$ cat src/rtl/execute_muldiv.sv
// Execute stage: single-cycle ALU with forwarding, plus a radix-2 iterative M-extension unit.
// Define EXECUTE_MULDIV_DIV_EN to build the divider (DIV/DIVU/REM/REMU); without it only multiplies are built.

module execute_muldiv #(
    parameter int unsigned XLEN = 32,
    parameter int unsigned PC_W = 10
) (
    input  logic            clk,
    input  logic            reset,
    input  logic            validE,
    input  logic            flushE,
    input  logic            mextE,
    input  logic [2:0]      funct3E,
    input  logic            funct7_5E,
    input  logic [2:0]      ALUControlE,
    input  logic            ALUSrcE,
    input  logic [XLEN-1:0] RD1E,
    input  logic [XLEN-1:0] RD2E,
    input  logic [XLEN-1:0] ImmExtE,
    input  logic [XLEN-1:0] forwardW,
    input  logic [XLEN-1:0] forwardM,
    input  logic [1:0]      Select_A,
    input  logic [1:0]      Select_B,
    input  logic [PC_W-1:0] PCE,
    input  logic [PC_W-1:0] PCPlus4E,
    output logic [XLEN-1:0] ALUResultE,
    output logic [XLEN-1:0] WriteData,
    output logic            Zero,
    output logic [PC_W-1:0] PCTargetE,
    output logic            stallE,
    output logic            mdoneE
);

    localparam int unsigned PW    = 2 * XLEN;
    localparam int unsigned CNT_W = $clog2(XLEN + 1);
    localparam int unsigned SH_W  = $clog2(XLEN);

    typedef enum logic [1:0] {
        S_IDLE = 2'd0,
        S_MUL  = 2'd1,
        S_DIV  = 2'd2,
        S_DONE = 2'd3
    } state_t;

    state_t            state_q, state_d;
    logic [CNT_W-1:0]  cnt_q, cnt_d;
    logic [2:0]        op_q, op_d;
    logic [XLEN-1:0]   mcand_q, mcand_d;
    logic [PW-1:0]     acc_q, acc_d;
    logic              neg_q, neg_d;
`ifdef EXECUTE_MULDIV_DIV_EN
    logic              rneg_q, rneg_d;
    logic              div0_q, div0_d;
    logic [XLEN-1:0]   dvd_q, dvd_d;
`endif

    logic [XLEN-1:0] src_a, src_b_fwd, src_b, alu_res;
    logic [XLEN-1:0] a_mag, b_mag, m_res, mul_res;
    logic [PW-1:0]   prod_c;
    logic            a_signed, b_signed, a_neg, b_neg, start_c;
    logic            unused_pcplus4;

    // Shift-add step: multiplier in the low half, partial product grows in the high half.
    function automatic logic [PW-1:0] mul_step(input logic [PW-1:0] p, input logic [XLEN-1:0] mc);
        logic [XLEN:0] sum;
        sum = {1'b0, p[PW-1:XLEN]} + {1'b0, mc & {XLEN{p[0]}}};
        return {sum, p[XLEN-1:1]};
    endfunction

`ifdef EXECUTE_MULDIV_DIV_EN
    // Restoring step: remainder in the high half, dividend/quotient shifting in the low half.
    function automatic logic [PW-1:0] div_step(input logic [PW-1:0] rq, input logic [XLEN-1:0] d);
        logic [XLEN:0]   rs;
        logic [XLEN-1:0] rem_n;
        rs    = {rq[PW-1:XLEN], rq[XLEN-1]};
        rem_n = XLEN'(rs - {1'b0, d});
        if (rs >= {1'b0, d}) begin
            return {rem_n, rq[XLEN-2:0], 1'b1};
        end
        return {rs[XLEN-1:0], rq[XLEN-2:0], 1'b0};
    endfunction
`endif

    assign unused_pcplus4 = ^PCPlus4E;

    // Forwarding muxes
    always_comb begin
        case (Select_A)
            2'b00:   src_a = RD1E;
            2'b01:   src_a = forwardW;
            2'b10:   src_a = forwardM;
            default: src_a = '0;
        endcase
        case (Select_B)
            2'b00:   src_b_fwd = RD2E;
            2'b01:   src_b_fwd = forwardW;
            2'b10:   src_b_fwd = forwardM;
            default: src_b_fwd = '0;
        endcase
    end

    assign src_b     = ALUSrcE ? ImmExtE : src_b_fwd;
    assign WriteData = src_b_fwd;
    assign PCTargetE = PCE + ImmExtE[PC_W-1:0];

    always_comb begin
        case (ALUControlE)
            3'b000:  alu_res = src_a + src_b;
            3'b001:  alu_res = src_a - src_b;
            3'b010:  alu_res = src_a & src_b;
            3'b011:  alu_res = src_a | src_b;
            3'b100:  alu_res = src_a ^ src_b;
            3'b101:  alu_res = {{(XLEN-1){1'b0}}, $signed(src_a) < $signed(src_b)};
            3'b110:  alu_res = src_a << src_b[SH_W-1:0];
            default: alu_res = funct7_5E ? XLEN'($signed(src_a) >>> src_b[SH_W-1:0])
                                         : (src_a >> src_b[SH_W-1:0]);
        endcase
    end

    // Signed ops run on magnitudes; the sign is reapplied once the iteration finishes.
    assign a_signed = funct3E[2] ? ~funct3E[0] : (funct3E[1:0] == 2'b01 || funct3E[1:0] == 2'b10);
    assign b_signed = funct3E[2] ? ~funct3E[0] : (funct3E[1:0] == 2'b01);
    assign a_neg    = a_signed & src_a[XLEN-1];
    assign b_neg    = b_signed & src_b[XLEN-1];
    assign a_mag    = a_neg ? (~src_a + XLEN'(1)) : src_a;
    assign b_mag    = b_neg ? (~src_b + XLEN'(1)) : src_b;

    assign start_c  = ~reset & validE & mextE & ~flushE & (state_q == S_IDLE);
    assign stallE   = start_c | (state_q == S_MUL) | (state_q == S_DIV);
    assign mdoneE   = (state_q == S_DONE) & ~flushE;

    // Next state; the first iteration runs in the start cycle on the live operands.
    always_comb begin
        state_d = state_q;
        cnt_d   = cnt_q;
        op_d    = op_q;
        mcand_d = mcand_q;
        acc_d   = acc_q;
        neg_d   = neg_q;
`ifdef EXECUTE_MULDIV_DIV_EN
        rneg_d  = rneg_q;
        div0_d  = div0_q;
        dvd_d   = dvd_q;
`endif
        case (state_q)
            S_IDLE: begin
                if (start_c) begin
                    op_d  = funct3E;
                    cnt_d = CNT_W'(1);
                    neg_d = a_neg ^ b_neg;
                    if (!funct3E[2]) begin
                        state_d = S_MUL;
                        mcand_d = a_mag;
                        acc_d   = mul_step({{XLEN{1'b0}}, b_mag}, a_mag);
                    end else begin
`ifdef EXECUTE_MULDIV_DIV_EN
                        state_d = S_DIV;
                        mcand_d = b_mag;
                        acc_d   = div_step({{XLEN{1'b0}}, a_mag}, b_mag);
                        rneg_d  = a_neg;
                        div0_d  = (src_b == '0);
                        dvd_d   = src_a;
`else
                        state_d = S_DONE;
`endif
                    end
                end
            end
            S_MUL: begin
                acc_d = mul_step(acc_q, mcand_q);
                cnt_d = cnt_q + CNT_W'(1);
                if (cnt_q == CNT_W'(XLEN - 1)) state_d = S_DONE;
            end
            S_DIV: begin
`ifdef EXECUTE_MULDIV_DIV_EN
                acc_d = div_step(acc_q, mcand_q);
                cnt_d = cnt_q + CNT_W'(1);
                if (cnt_q == CNT_W'(XLEN - 1)) state_d = S_DONE;
`else
                state_d = S_IDLE;
`endif
            end
            default: begin
                state_d = S_IDLE;
                cnt_d   = '0;
            end
        endcase
        if (flushE && state_q != S_IDLE) begin
            state_d = S_IDLE;
            cnt_d   = '0;
        end
    end

    always_ff @(posedge clk or posedge reset) begin
        if (reset) begin
            state_q <= S_IDLE;
            cnt_q   <= '0;
            op_q    <= '0;
            mcand_q <= '0;
            acc_q   <= '0;
            neg_q   <= 1'b0;
`ifdef EXECUTE_MULDIV_DIV_EN
            rneg_q  <= 1'b0;
            div0_q  <= 1'b0;
            dvd_q   <= '0;
`endif
        end else begin
            state_q <= state_d;
            cnt_q   <= cnt_d;
            op_q    <= op_d;
            mcand_q <= mcand_d;
            acc_q   <= acc_d;
            neg_q   <= neg_d;
`ifdef EXECUTE_MULDIV_DIV_EN
            rneg_q  <= rneg_d;
            div0_q  <= div0_d;
            dvd_q   <= dvd_d;
`endif
        end
    end

    // Sign fix-up and result select for the DONE cycle
    assign prod_c  = neg_q ? (~acc_q + PW'(1)) : acc_q;
    assign mul_res = (op_q[1:0] == 2'b00) ? prod_c[XLEN-1:0] : prod_c[PW-1:XLEN];

`ifdef EXECUTE_MULDIV_DIV_EN
    logic [XLEN-1:0] quo_c, rem_c;
    assign quo_c = div0_q ? '1 : (neg_q ? (~acc_q[XLEN-1:0] + XLEN'(1)) : acc_q[XLEN-1:0]);
    assign rem_c = div0_q ? dvd_q : (rneg_q ? (~acc_q[PW-1:XLEN] + XLEN'(1)) : acc_q[PW-1:XLEN]);
    assign m_res = op_q[2] ? (op_q[1] ? rem_c : quo_c) : mul_res;
`else
    assign m_res = op_q[2] ? '0 : mul_res;
`endif

    assign ALUResultE = (state_q == S_DONE) ? m_res : alu_res;
    assign Zero       = (alu_res == '0);

endmodule

$ cat config.mk
export PLATFORM = sky130hd
export DESIGN_NAME = execute_muldiv
export DESIGN_NICKNAME = d
export VERILOG_FILES = /design/src/rtl/execute_muldiv.sv
export SDC_FILE = /design/constraint.sdc
export NUM_CORES = 1
export LEC_CHECK = 0
export ABC_CLOCK_PERIOD_IN_PS = 18900
export BUFFER_PORTS_ARGS = -buffer_cell sky130_fd_sc_hd__clkbuf_2
export CORE_MARGIN = 2
export CORE_UTILIZATION = 44
export DETAILED_ROUTE_END_ITERATION = 8
export HOLD_SLACK_MARGIN = 0.1
export PLACE_DENSITY_LB_ADDON = 0.08
export SLEW_MARGIN = 20
export SYNTH_ARGS = -nofsm -noshare
export SYNTH_HDL_FRONTEND = slang
export SYNTH_SLANG_ARGS = --single-unit
$ cat constraint.sdc
create_clock -name clk -period 18.9 [get_ports clk]
set_clock_uncertainty 0.05 [all_clocks]
set_input_delay 5.67 -clock clk [delete_from_list [all_inputs] [get_ports clk]]
set_output_delay 5.67 -clock clk [all_outputs]
set_load 0.02 [all_outputs]
==> results by group <==
Run status
  • Status: finished clean

Synth
  • Largest family of logic cells by synthesized area: compound AO/OA/AOI/OAI gates
  • Synth Register Bits: 108
  • Post-synth ARST share: 100.0%
  • XOR/XNOR share of the synthesized area: 7.873%
  • Mapped Nets: 3,162
  • YS warnings: 0
  • Yosys cell types: 96
  • Largest cells by area after synthesis: dfrtp_1 13%, ha_1 9.1%, mux2i_1 8.3%, o21ai_0 7.0%, xnor2_1 5.9%
  • Cell taking the most area after synthesis: dfrtp_1
  • Synth Flop Type: dfrtp_1
  • Synth Area in Adders: 9.480%
  • Syn Std Cell Area: 20,250 µm²
  • Seq/Total Area, Yosys: 13.35%
  • Number of synthesized flops with an enable pin: 0
  • Yosys top cell area share: 13.35%
  • Syn avg cell area: 7.195 µm²
  • Synth Area in Compound Gates: 33.87%
  • Post-Syn Instances: 2,814
  • Synth Area in Simple Gates: 18.55%
  • Mux share of post-synthesis cell area: 10.47%

Global route
  • Met2 GRT Util: 70.99%
  • Congestion Overflow GR: 0
  • Met1 Track Usage GR: 52.17%
  • Vias in the first global route: 23,250
  • Largest net degree at the start of global routing: 83
  • M3 GR Usage: 8.017%
  • GRT Total Usage: 43.91%
  • First-pass GRT wire length: 154,600 µm
  • Most crowded layer after global routing: met2
  • Initial antenna violation count: 6

Worst setup path
  • CP Depth: 19
  • Setup crit start kind: input pin
  • CP Launch Point: Select_B[1]
  • Reg-to-Reg End: acc_q[61]
  • CP required: 13,180 ps
  • Reg2Reg Setup Slack: 14,400 ps
  • Worst Setup End Kind: primary output
  • Worst path max stage delay: 700 ps
  • Worst R2R Path Depth: 15
  • Critical Path AT: 12,390 ps
  • Capture point of the worst path: Zero
  • Critical-path top delay cell: o31ai_1
  • Critical path type: input pin to primary output
  • Crit-path most repeated cell: o21ai_0
  • CP max FO: 22
  • Family with the most delay on the worst path: compound AO/OA/AOI/OAI gates
  • CP bufs+invs: 2
  • Worst R2R Start: acc_q[0]
  • CP Cell Sequence: clkbuf_2 > nor2b_2 > nand2_1 > o21ai_0 > o21ai_0 > ha_1 > nand2_1 > o21ai_0 > o21ai_0 > a221o_1 > a41oi_1 > a31oi_1 > o31ai_1 > nor4b_1 > o221ai_1 > nor4_1 > nand3_1 > nor4b_2 > clkbuf_2

Placement
  • Post-DP Area: 22,290 µm²
  • IO buf count: 263
  • GPL Wtd Cong: 1.106
  • Dpl hpwl: 85,700 µm

Clock tree
  • Root Buffer: clkbuf_16
  • Cts repair resizes: 0
  • CTS tree: done
  • Clock Sinks: 108
  • Worst-path clk slew: 70 ps
  • Inserted Clock Buffers: 9
  • Setup Fix Bufs, Post-CTS: 0
  • Bufs on Longest Clock Path: 2
  • Htree depth: 3
  • Post-CTS Hold Buffers: 0
  • Clk_lat worst skew: 370 ps

Timing
  • FMAX: 0.05522 GHz
  • RSZ-0062 raised after global routing: no
  • Final setup viols: 0
  • Tmin final: 18,110 ps
  • Slew Viols, Final: 0
  • Final period util: 95.82%
  • Final hold violation count: 0
  • Slew margin rel.: 19.04%
  • Total negative setup slack: 0 ps
  • Worst Tran Pin Value: 1214 ps

Die
  • Die Ht: 218.5 µm
  • Core box area: 45,380 µm²
  • Initial Util: 44.61%
  • Ports: 274
  • Die ar.: 47,740 µm²
  • Die X: 218.5 µm
  • Rows: 78

Finish
  • Final instance area: 22,660 µm²
  • Fraction of layout cells with a size suffix above 1: 15.68%
  • Commonest non-fill, non-tap cell in the layout: o21ai_0
  • Area of the multi-input gates: 16,350 µm²
  • Fill count: 4,612
  • Register Area: 2704 µm²
  • P&R area growth vs syn: 11.95%
  • Commonest cells after routing, fill and taps aside: 281 x o21ai_0, 263 x clkbuf_2, 262 x nand2_1, 206 x a21oi_1, 194 x nor2_1
  • Nets: 3,334

Flow run
  • Max_cap viols: 0

Power and ir drop
  • VDD IR max: 0.06996 mV
  • Pwr per Cell Area: 83.97 nW/µm²
  • Leak pwr: 10.06 nW

Detailed routing
  • Drt pass-1 iters: 6
  • Via count: 24,540
  • DRC violations left: 0
  • Routed Antenna Nets: 0
  • Vias per cell: 6.830
  • DR iter-0 viols: 3,389
  • Total Wirelength: 107,600 µm
  • Drt wl/cell: 29.94 µm

Hold path
  • Hold Crit Class: flip-flop to flip-flop
-- cells by family (layout without fill, tap and decap cells) --
logic type,count (synthesis),in the layout
AO/OA/AOI/OAI,1056,1056
XOR/XNOR,182,182
adder cells (fa/ha/maj),151,151
buffers and inverters,326,503
flip-flops,108,108
multiplexers,204,204
other,0,2
AND/OR/NAND/NOR,787,787
-- power breakdown --
group | switching, W | internal [W]
sequential | 0.000114 | 0.000307
combinational | 0.000814 | 0.000445
clock | 0.0000903 | 0.000133
-- per-layer routing --
layer  wire length, µm  part of all wire [%]
met1             39500                    37
met2             48260                    45
met5                13                 0.012
met4              9265                   8.6
met3             10560                   9.8
-- registers in the layout (all words and copies together) (netlist names) --
| name | flops |
|---|---|
| acc_q | 64 |
| cnt_q | 6 |
| mcand_q | 32 |
| neg_q | 1 |
| op_q | 3 |
| state_q | 2 |
-- how the worst min path moves through the flow --
stage / end / slack [ps] / start / cells after the start
after floorplan: mcand_q[10] / 390 / mcand_q[10] / 2
after global placement: mcand_q[16] / 410 / mcand_q[16] / 2
after detailed placement: mcand_q[22] / 410 / mcand_q[22] / 2
after CTS: mcand_q[22] / 430 / mcand_q[22] / 2
after global routing: mcand_q[10] / 460 / mcand_q[10] / 2
final: mcand_q[10] / 420 / mcand_q[10] / 2
-- stage by stage --
stage | util [%] | total power (W) | std cells | setup WS, ps | hold WS (ps)
finish | 49.94 | 0.001903 | 3593 | 789.9 | 423.0
CTS | 49.88 | 0.001859 | 3591 | 1039 | 427.5
global route | 49.94 | 0.002005 | 3593 | 519.4 | 460.4
global placement | 49.12 | 0.001608 | 3575 | 1266 | 405.5
floorplan | - | 0.001209 | 2814 | 2462 | 391.8
detailed placement | 49.12 | 0.001629 | 3575 | 1076 | 412.1
-- area by class of cell --
class,count,area share [%]
inverters,130,2.175
clock inverters,5,0.4416
flip-flops and latches,108,11.93
well taps,600,3.312
diodes,2,0.02208
clock buffers,11,1.071
repair buffers,357,8.921
multi-input cells,2380,72.13
-- worst reg2reg max path, cell delays in order, from the launching register on --
cell	delay, ps
dfrtp_1	460
buf_4	380
and2_1	190
ha_1	280
nand3_1	110
nand2_1	50
a41o_1	230
o41ai_1	540
o211a_1	360
o41a_1	280
o31a_1	260
o21ai_0	200
and4_1	260
o31ai_1	260
mux2_2	360
o21ai_0	140
-- cells in the mapped netlist (all sizes together), types with 8 or more instances --
| cell type | number |
|---|---|
| o21ai | 296 |
| nand2 | 263 |
| a21oi | 206 |
| nor2 | 198 |
| mux2i | 173 |
| clkbuf | 153 |
| ha | 147 |
| xnor2 | 137 |
| inv | 129 |
| dfrtp | 108 |
| o22ai | 77 |
| a22oi | 62 |
| nor3 | 51 |
| nand3 | 50 |
| and2 | 46 |
| xor2 | 45 |
| a31oi | 43 |
| buf | 43 |
| a21o | 42 |
| o31ai | 38 |
| o2bb2ai | 36 |
| mux2 | 30 |
| o211ai | 29 |
| a211oi | 26 |
| nand2b | 26 |
| nor4 | 23 |
| o21bai | 23 |
| or3 | 23 |
| nand4 | 22 |
| nor2b | 20 |
| o221ai | 19 |
| a221oi | 18 |
| and3 | 14 |
| a211o | 13 |
| or2 | 13 |
| or4 | 13 |
| o21a | 11 |
| a2111oi | 10 |
| a221o | 9 |
| a31o | 9 |
| a41oi | 8 |
| o32ai | 8 |
| o41ai | 8 |
No activity file was read; power rests on OpenSTA's default activity.
